<file path="src/rtl/conv_mem_pkg.sv">
// Shared constants, csel encodings and helpers for the layer-memory arbiter.
package conv_mem_pkg;

  localparam int unsigned CM_N_REQ    = 4;
  localparam int unsigned CM_AW       = 12;
  localparam int unsigned CM_DW       = 20;
  localparam int unsigned CM_SW       = 3;
  localparam int unsigned CM_LOCK_MAX = 16;

  typedef enum logic [CM_SW-1:0] {
    CSEL_NONE = 3'd0,
    L0_MEM0   = 3'd1,
    L0_MEM1   = 3'd2,
    L1_MEM0   = 3'd3,
    L1_MEM1   = 3'd4,
    L2_MEM    = 3'd5
  } csel_e;

  typedef enum logic {
    StUnlocked,
    StLocked
  } lock_state_e;

  // Only the five real memories may be selected; 0, 6 and 7 drop the beat.
  function automatic logic csel_legal(input logic [CM_SW-1:0] sel);
    return (sel != CSEL_NONE) && (sel <= L2_MEM);
  endfunction

endpackage

</file>
<file path="src/rtl/rr_picker.sv">
// Round-robin picker: first asserted request at or after i_ptr, wrapping mod N.
module rr_picker #(
  parameter int unsigned N  = 4,
  parameter int unsigned PW = 2
) (
  input  logic [N-1:0]  i_req,
  input  logic [PW-1:0] i_ptr,
  output logic [N-1:0]  o_grant
);

  logic              w_found;
  logic [PW-1:0]     w_idx;
  int unsigned       w_sum;

  // Scan N positions starting at the pointer; grant the first hit only.
  always_comb begin
    o_grant = '0;
    w_found = 1'b0;
    w_idx   = '0;
    w_sum   = 0;
    for (int unsigned k = 0; k < N; k++) begin
      w_sum = (32'(i_ptr) + k) % N;
      w_idx = PW'(w_sum);
      if (!w_found && i_req[w_idx]) begin
        o_grant[w_idx] = 1'b1;
        w_found        = 1'b1;
      end
    end
  end

endmodule

</file>
<file path="src/rtl/conv_mem_arbiter.sv">
// Round-robin arbiter with burst lock sharing the single layer-memory port.
// Bus outputs are registered; read data is tagged back to its requester.
module conv_mem_arbiter
  import conv_mem_pkg::*;
#(
  parameter int unsigned N_REQ    = CM_N_REQ,
  parameter int unsigned AW       = CM_AW,
  parameter int unsigned DW       = CM_DW,
  parameter int unsigned SW       = CM_SW,
  parameter int unsigned LOCK_MAX = CM_LOCK_MAX
) (
  input  logic                i_clk,
  input  logic                i_reset,
  input  logic [N_REQ-1:0]    i_req_valid,
  input  logic [N_REQ-1:0]    i_req_wr,
  input  logic [N_REQ-1:0]    i_req_lock,
  input  logic [N_REQ*SW-1:0] i_req_sel,
  input  logic [N_REQ*AW-1:0] i_req_addr,
  input  logic [N_REQ*DW-1:0] i_req_wdata,
  output logic [N_REQ-1:0]    o_req_grant,
  output logic [N_REQ-1:0]    o_rsp_valid,
  output logic [DW-1:0]       o_rsp_data,
  output logic                o_err_sel,
  output logic [SW-1:0]       o_csel,
  output logic                o_cwr,
  output logic [AW-1:0]       o_caddr_wr,
  output logic [DW-1:0]       o_cdata_wr,
  output logic                o_crd,
  output logic [AW-1:0]       o_caddr_rd,
  input  logic [DW-1:0]       i_cdata_rd
);

  localparam int unsigned PW = (N_REQ > 1) ? $clog2(N_REQ) : 1;
  localparam int unsigned CW = $clog2(LOCK_MAX + 1);
  localparam logic [CW-1:0] LockLast = CW'(LOCK_MAX - 1);
  localparam logic [PW-1:0] PtrLast  = PW'(N_REQ - 1);

  lock_state_e   r_state;
  logic [PW-1:0] r_owner;
  logic [PW-1:0] r_rr_ptr;
  logic [CW-1:0] r_lock_cnt;

  logic [SW-1:0] r_csel;
  logic          r_cwr;
  logic [AW-1:0] r_caddr_wr;
  logic [DW-1:0] r_cdata_wr;
  logic          r_crd;
  logic [AW-1:0] r_caddr_rd;
  logic          r_err_sel;
  logic          r_rd_pend1;
  logic [PW-1:0] r_rd_owner1;
  logic          r_rd_pend2;
  logic [PW-1:0] r_rd_owner2;

  logic             w_owner_active;
  logic [N_REQ-1:0] w_req_eff;
  logic [N_REQ-1:0] w_grant;
  logic             w_any;
  logic [PW-1:0]    w_gidx;
  logic [PW-1:0]    w_ptr_next;
  logic             w_g_wr;
  logic             w_g_lock;
  logic             w_g_legal;
  logic [SW-1:0]    w_g_sel;
  logic [AW-1:0]    w_g_addr;
  logic [DW-1:0]    w_g_wdata;

  // While the owner still has a beat pending, mask everyone else out.
  always_comb begin
    w_owner_active = (r_state == StLocked) && i_req_valid[r_owner];
    w_req_eff      = i_req_valid;
    if (w_owner_active) begin
      w_req_eff          = '0;
      w_req_eff[r_owner] = 1'b1;
    end
  end

  rr_picker #(
    .N  (N_REQ),
    .PW (PW)
  ) u_picker (
    .i_req   (w_req_eff),
    .i_ptr   (r_rr_ptr),
    .o_grant (w_grant)
  );

  assign o_req_grant = w_grant;

  // Encode the one-hot grant and fetch the winning requester's beat fields.
  always_comb begin
    w_gidx = '0;
    for (int i = 0; i < N_REQ; i++) begin
      if (w_grant[i]) w_gidx = PW'(i);
    end
    w_any      = |w_grant;
    w_ptr_next = (w_gidx == PtrLast) ? '0 : w_gidx + 1'b1;
    w_g_wr     = i_req_wr[w_gidx];
    w_g_lock   = i_req_lock[w_gidx];
    w_g_sel    = i_req_sel[w_gidx*SW +: SW];
    w_g_addr   = i_req_addr[w_gidx*AW +: AW];
    w_g_wdata  = i_req_wdata[w_gidx*DW +: DW];
    w_g_legal  = csel_legal(w_g_sel);
  end

  // Lock FSM, round-robin pointer and locked-beat counter.
  always_ff @(posedge i_clk) begin
    if (i_reset) begin
      r_state    <= StUnlocked;
      r_owner    <= '0;
      r_lock_cnt <= '0;
      r_rr_ptr   <= '0;
    end else if (w_any) begin
      r_rr_ptr <= w_ptr_next;
      if (w_owner_active) begin
        // Owner beat: release on lock drop or on the LOCK_MAX-th beat.
        if (!w_g_lock || (r_lock_cnt == LockLast)) begin
          r_state    <= StUnlocked;
          r_lock_cnt <= '0;
        end else begin
          r_lock_cnt <= r_lock_cnt + 1'b1;
        end
      end else if (w_g_lock && (LOCK_MAX > 1)) begin
        r_state    <= StLocked;
        r_owner    <= w_gidx;
        r_lock_cnt <= CW'(1);
      end else begin
        r_state    <= StUnlocked;
        r_lock_cnt <= '0;
      end
    end else if (r_state == StLocked) begin
      // No grant while locked means the owner dropped valid.
      r_state    <= StUnlocked;
      r_lock_cnt <= '0;
    end
  end

  // Registered memory bus and two-stage read tag pipe.
  always_ff @(posedge i_clk) begin
    if (i_reset) begin
      r_csel      <= '0;
      r_cwr       <= 1'b0;
      r_caddr_wr  <= '0;
      r_cdata_wr  <= '0;
      r_crd       <= 1'b0;
      r_caddr_rd  <= '0;
      r_err_sel   <= 1'b0;
      r_rd_pend1  <= 1'b0;
      r_rd_owner1 <= '0;
      r_rd_pend2  <= 1'b0;
      r_rd_owner2 <= '0;
    end else begin
      r_csel     <= '0;
      r_cwr      <= 1'b0;
      r_caddr_wr <= '0;
      r_cdata_wr <= '0;
      r_crd      <= 1'b0;
      r_caddr_rd <= '0;
      r_err_sel  <= 1'b0;
      if (w_any) begin
        if (w_g_legal) begin
          r_csel <= w_g_sel;
          if (w_g_wr) begin
            r_cwr      <= 1'b1;
            r_caddr_wr <= w_g_addr;
            r_cdata_wr <= w_g_wdata;
          end else begin
            r_crd      <= 1'b1;
            r_caddr_rd <= w_g_addr;
          end
        end else begin
          r_err_sel <= 1'b1;
        end
      end
      r_rd_pend1  <= w_any && w_g_legal && !w_g_wr;
      r_rd_owner1 <= w_gidx;
      r_rd_pend2  <= r_rd_pend1;
      r_rd_owner2 <= r_rd_owner1;
    end
  end

  // Response strobe follows the tag pipe; data passes straight from memory.
  always_comb begin
    o_rsp_valid = '0;
    if (r_rd_pend2) o_rsp_valid[r_rd_owner2] = 1'b1;
  end

  assign o_rsp_data = i_cdata_rd;
  assign o_err_sel  = r_err_sel;
  assign o_csel     = r_csel;
  assign o_cwr      = r_cwr;
  assign o_caddr_wr = r_caddr_wr;
  assign o_cdata_wr = r_cdata_wr;
  assign o_crd      = r_crd;
  assign o_caddr_rd = r_caddr_rd;

endmodule

</file>
<file path="config.mk">
export PLATFORM = sky130hd
export DESIGN_NAME = conv_mem_arbiter
export DESIGN_NICKNAME = d
export VERILOG_FILES = /design/src/rtl/conv_mem_pkg.sv /design/src/rtl/rr_picker.sv /design/src/rtl/conv_mem_arbiter.sv
export SDC_FILE = /design/constraint.sdc
export NUM_CORES = 1
export LEC_CHECK = 0
export CORE_MARGIN = 2
export CORE_UTILIZATION = 40
export DETAILED_ROUTE_END_ITERATION = 8
export PLACE_DENSITY_LB_ADDON = 0.3
export SETUP_SLACK_MARGIN = 0.15
export SLEW_MARGIN = 20
export SYNTH_ARGS = -nofsm -noshare
export SYNTH_HDL_FRONTEND = slang
export SYNTH_SLANG_ARGS = --single-unit
</file>
<file path="constraint.sdc">
create_clock -name i_clk -period 7 [get_ports i_clk]
set_clock_uncertainty 0.1 [all_clocks]
set_input_delay 1.4 -clock i_clk [delete_from_list [all_inputs] [get_ports i_clk]]
set_output_delay 1.4 -clock i_clk [all_outputs]
set_load 0.02 [all_outputs]
</file>
==> results of run 1 <==
==> where the power goes <==
group	switching (W)	internal, W	total, W	leakage (nW)
registers	0.0000715	0.000517	0.000588	0.538
clock network	0.000153	0.000204	0.000357	0.115
logic	0.00125	0.000851	0.00210	1.77
total	0.00148	0.00157	0.00305	2.42
==> per-layer routing <==
metal  vias up  global-route usage (%)  routed length [um]
met5         -                       0                   0
met4         0                    9.56                 408
met3        40                    6.80                1080
met2       170                    41.7                6630
met1      1914                    26.3                5020
li1       2066                       -                   -
==> registers in the layout, indices dropped and copies added (netlist names), 3 cells and up <==
name	cells
r_lock_cnt	5
o_cdata_wr	20
o_caddr_rd	12
o_caddr_wr	12
o_csel	3
==> area by class of cell <==
type	instances	area (sq um)
Clock inverter	7	103
Timing Repair Buffer	216	2150
Sequential cell	66	1320
Fill cell	830	3470
Multi-Input combinational cell	338	2310
Clock buffer	9	124
Inverter	11	41.3
Tap cell	133	166
==> synth_stat cells, types with 3 or more instances <==
| cell | count | area share (%) |
|---|---|---|
| ha_1 | 8 | 2.5 |
| o21a_1 | 3 | 0.57 |
| nand2_1 | 14 | 1.3 |
| nor2_1 | 54 | 5.1 |
| a211oi_1 | 34 | 6.4 |
| nand3_1 | 8 | 1.0 |
| o21ai_0 | 7 | 0.88 |
| clkbuf_1 | 17 | 1.6 |
| o211ai_1 | 11 | 2.1 |
| inv_1 | 10 | 0.95 |
| a21oi_1 | 39 | 4.9 |
| nor3b_1 | 3 | 0.57 |
| buf_4 | 22 | 4.2 |
| buf_2 | 15 | 1.9 |
| mux2i_1 | 34 | 8.6 |
| a31oi_1 | 3 | 0.47 |
| and3_1 | 4 | 0.63 |
| o2111a_1 | 4 | 1.1 |
| mux2_2 | 3 | 0.85 |
| a32oi_1 | 3 | 0.66 |
| and2_1 | 4 | 0.63 |
| a22oi_2 | 4 | 1.3 |
| nor3_1 | 44 | 5.6 |
| dfxtp_1 | 66 | 33 |
| nor2b_1 | 7 | 1.1 |
| nand2b_1 | 3 | 0.47 |
==> through the flow <==
stage	utilization (%)	setup WS [ns]	total power (W)	instance area (sq um)
after CTS	64.1	1.05	0.00307	6210
final	64.2	1.02	0.00305	6210
after floorplan	-	1.60	0.00207	3960
after global placement	61.8	1.01	0.00266	5980
after global routing	64.2	0.844	0.00327	6210
after detailed placement	61.8	0.890	0.00270	5980
==> how the worst max path moves through the flow <==
stage / from / to / slack, ns / depth (start not counted)
after CTS: i_req_valid[3] / o_req_grant[0] / 1.05 / 7
after global placement: i_req_valid[3] / o_caddr_rd[8] / 1.01 / 11
after detailed placement: i_req_valid[3] / o_cdata_wr[18] / 0.89 / 11
final: i_req_valid[3] / o_req_grant[0] / 1.02 / 7
after floorplan: i_req_valid[3] / o_req_grant[2] / 1.60 / 10
after global routing: i_req_valid[3] / o_req_grant[0] / 0.84 / 7
==> critical path, delay by kind of cell <==
family                 cells  cell delay [ns]
multiplexers               1             0.42
buffers and inverters      2             1.21
AO/OA/AOI/OAI              4             1.45
==> cell families after synthesis <==
logic type | synth area share [%]
simple gates | 19.4
buf+inv | 9.09
flops | 33.3
mux | 10.7
fa+ha+maj | 2.53
compound gates | 24.9
==> flow_summary.json, run 1 <==
{
  "outcome": "complete, no violations",
  "cts-root-buf": "clkbuf_8",
  "die_w_um": 104,
  "ys_warn_count": 0,
  "drtAntennaViolNets": 0,
  "cts_sinks": 66,
  "worstHoldStart": "r_rd_owner1[0]",
  "floorplan.initialDensity_pct": 40.9,
  "vias": 4190,
  "min_path_type": "register to register",
  "endpoint_kind": "output port",
  "cp_max_fo": 8,
  "ys.flop_type": "dfxtp_1",
  "insertion_delay_ns": 0.33,
  "crit_required_ns": 5.50,
  "crit_slowest_cell": "o32ai_1",
  "ys_seq_area_share_pct": 33.3,
  "hold_viol_final": 0,
  "fin_setup_tns_ns": 0,
  "grt_max_degree": 78,
  "min_period_over_period_pct": 85.5,
  "cts.repair.resized": 0,
  "tightest_slew_ns": 0.825,
  "ys_types": 63,
  "final_common_cell": "clkdlybuf4s50_1",
  "wl_mm": 13.1,
  "track_usage_pct": 23.5,
  "final_layout_size_suffix_gt1_share_pct": 6.80,
  "max_stage_delay_ns": 0.69,
  "dp.cells": 763,
  "grt.overflow.total": 0,
  "drt-pass1-iter-count": 4,
  "layout_common_cells": "clkdlybuf4s50_1 (211), dfxtp_1 (66), nor2_1 (54)",
  "crit_chain": "clkdlybuf4s50_1, mux2i_2, o2111a_1, a22oi_2, o32ai_1, a221o_1, clkdlybuf4s50_1",
  "antenna_cells": 0,
  "cp.arrival_ns": 4.48,
  "crit_type": "input pin to output port",
  "io_buffers": 211,
  "antenna_found_initial": 0,
  "syn_avg_cell_area_sq_um": 8.41,
  "whs_endpoint": "r_rd_owner2[0]",
  "drv_cap": 0,
  "layout.cells.non_filler": 780,
  "syn_nets": 653,
  "max_freq_mhz": 167,
  "grt_first_pass_wirelength_mm": 20.4,
  "fp.dieArea_sq_um": 10700,
  "layout_min_cycle_time_ns": 5.98,
  "r2r-end": "o_cdata_wr[18]",
  "drv_slew": 0,
  "power_leakage_nw": 2.42,
  "cts_buffers": 9,
  "routabilityCongestion": 0.959,
  "r2r_slack_ns": 1.82,
  "rr_startpoint": "r_rr_ptr[0]",
  "num-nets-final": 824,
  "syn-cell-area_sq_um": 3960,
  "drc": 0,
  "hold_buffers": 0,
  "vdd_drop_max_mv": 0.358,
  "synth-edff-count": 0,
  "ios": 252,
  "cts_max_level": 3,
  "core_area_sq_um": 9680,
  "synthArstFlopShare_pct": 0,
  "syn2layout_area_growth_pct": 56.8,
  "synth_cells": 471,
  "die_y_um": 104,
  "dp_hpwl_mm": 10.2,
  "ys_ff_latch": 66,
  "relSlewSlack_pct": 45.0,
  "rr_worst_depth": 12,
  "post-cts-setup-buffer-count": 0,
  "grt_pass1_vias": 3863,
  "clk_path_buf_depth": 2,
  "clk_pin_slew_ns": 0.07,
  "cts_tree": "built",
  "rsz0062_at_grt": "no",
  "worstHoldPathCells": 1,
  "worst_path_most_repeated_cell": "clkdlybuf4s50_1",
  "crit_path_start_kind": "input pin",
  "setup_viol": 0,
  "core.rowCount": 36,
  "hold_ws_ns": 0.340,
  "pwr_density_cell_nw_per_um2": 491,
  "drt-wirelength-per-cell_um": 16.8,
  "routed_via_density": 5.37,
  "drt-initial-drc-count": 172
}
(Power assumes the default switching activity.)
==> run 2: changes to the inputs <==
==> constraint.sdc (replaced) <==
create_clock -name i_clk -period 7 [get_ports i_clk]
set_clock_uncertainty 0.1 [all_clocks]
set_input_delay 0.7 -clock i_clk [delete_from_list [all_inputs] [get_ports i_clk]]
set_output_delay 0.7 -clock i_clk [all_outputs]
set_load 0.02 [all_outputs]
==> run 2 against run 1 <==
Against the previous run: clock power shrank 9.2%; critical path type is now register to output port; non-clock buffer count rose by 1; hold slack got worse by 0.00094 ns; critical path depth grew 2; utilization fell by 0.14 points; clock-buffer cell count is 1 higher; sequential share of layout area hardly changed; maximum frequency is 15% higher; flip-flop and latch count did not move; register-to-register slack better by 0.29 ns; design area fell by 0.22%.
==> flow_summary.json, run 2 (synthesis gave the netlist of run 1 again) <==
{
  "total_power_w": 0.00303,
  "worstHoldStart": "r_rd_owner1[0]",
  "track_usage_pct": 24.2,
  "worst-path-buf-inv": 4,
  "final_common_cell": "clkdlybuf4s50_1",
  "drt-pass1-iter-count": 4,
  "grt_pass1_vias": 4017,
  "cts-root-buf": "clkbuf_8",
  "clk_pin_slew_ns": 0.07,
  "drv_slew": 0,
  "crit_path_start_kind": "register",
  "post-cts-setup-buffer-count": 0,
  "min_path_type": "register to register",
  "dp_hpwl_mm": 10.6,
  "max_stage_delay_ns": 0.73,
  "wl_mm": 13.6,
  "ios": 252,
  "crit_required_ns": 6.20,
  "routed_via_density": 5.41,
  "r2r-end": "o_caddr_rd[1]",
  "cp_max_fo": 59,
  "core_area_sq_um": 9680,
  "layout_common_cells": "clkdlybuf4s50_1 (211), dfxtp_1 (66), nor2_1 (54)",
  "grt_max_degree": 62,
  "cp.depth": 9,
  "die_y_um": 104,
  "drc": 0,
  "crit_type": "register to output port",
  "crit_path_end": "o_req_grant[3]",
  "dp.cells": 764,
  "final_layout_size_suffix_gt1_share_pct": 6.94,
  "hold_viol_final": 0,
  "core.rowCount": 36,
  "final_util_pct": 64.0,
  "relSlewSlack_pct": 44.5,
  "die_w_um": 104,
  "vdd_drop_max_mv": 0.255,
  "tightest_slew_ns": 0.833,
  "crit_chain": "inv_1, ha_1, inv_1, o2111a_1, a22oi_2, o32a_1, o2111ai_4, buf_4, clkdlybuf4s50_1",
  "cts_sinks": 66,
  "path_delay_family": "buffers and inverters",
  "power_leakage_nw": 2.42,
  "rr_worst_depth": 14,
  "min_period_over_period_pct": 74.1,
  "hold_ws_ns": 0.339,
  "outcome": "complete, no violations",
  "antenna_found_initial": 0,
  "grt_first_pass_wirelength_mm": 20.9,
  "crit_slowest_cell": "dfxtp_1",
  "insertion_delay_ns": 0.33,
  "cts.repair.resized": 0,
  "drt-wirelength-per-cell_um": 17.4,
  "floorplan.initialDensity_pct": 40.9,
  "fin_setup_tns_ns": 0,
  "layout_min_cycle_time_ns": 5.19,
  "pwr_density_cell_nw_per_um2": 489,
  "max_freq_mhz": 193,
  "drt-initial-drc-count": 201,
  "r2r_slack_ns": 2.11,
  "routabilityCongestion": 0.927,
  "clk_path_buf_depth": 2,
  "antenna_cells": 0,
  "syn2layout_area_growth_pct": 56.5,
  "largest_reg_flops": 20,
  "io_buffers": 211,
  "drtAntennaViolNets": 0,
  "drv_cap": 0,
  "cts_max_level": 3,
  "rr_startpoint": "r_rr_ptr[0]",
  "layout.cells.non_filler": 781,
  "rsz0062_at_grt": "no",
  "num-nets-final": 825,
  "cts_tree": "built",
  "vias": 4226,
  "setup_viol": 0,
  "grt.overflow.total": 0,
  "hold_buffers": 0,
  "cp.arrival_ns": 4.39,
  "worst_path_most_repeated_cell": "inv_1",
  "fp.dieArea_sq_um": 10700,
  "critical_path.startpoint": "r_rr_ptr[0]",
  "endpoint_kind": "output port",
  "cts_buffers": 9
}
==> run 2: changes by cell type in the layout (fill, tap and decap cells not counted), sizes merged <==
cell / delta
clkinv: -1
clkbuf: +2
bufinv: -1
clkinvlp: +1
==> run 2: cell type report <==
type | count | area, sq um
Fill cell | 836 | 3480
Tap cell | 133 | 166
Clock buffer | 10 | 138
Multi-Input combinational cell | 338 | 2310
Sequential cell | 66 | 1320
Clock inverter | 6 | 65.1
Timing Repair Buffer | 217 | 2160
Inverter | 11 | 41.3
==> run 2: power by group <==
group,leakage (nW),switching (W),internal [W]
combinational,1.78,0.00126,0.000859
sequential,0.538,0.0000722,0.000517
clock,0.103,0.000149,0.000175
total,2.42,0.00148,0.00155
==> run 2: how the worst min path moves through the flow <==
stage | end | depth (start not counted)
floorplan | r_rd_owner2[0] | 1
global placement | r_rd_owner2[0] | 1
detailed placement | r_rd_owner2[0] | 1
CTS | r_rd_owner2[0] | 1
global route | r_rd_owner2[1] | 1
finish | r_rd_owner2[0] | 1
==> run 2: through the flow <==
stage | area (sq um) | worst slack (ns)
3_3_place_gp | 5990 | 2.04
5_1_grt | 6200 | 1.49
2_1_floorplan | 3960 | 3.00
4_1_cts | 6190 | 1.85
6_report | 6200 | 1.81
3_5_place_dp | 5990 | 1.93
==> run 2: metal layers <==
layer | vias to the layer above | routed length [um] | global-route usage [%]
li1 | 2068 | - | -
met1 | 1931 | 5310 | 27.5
met2 | 183 | 6770 | 41.8
met3 | 44 | 1010 | 7.24
met4 | 0 | 460 | 10.7
met5 | - | 0 | 0
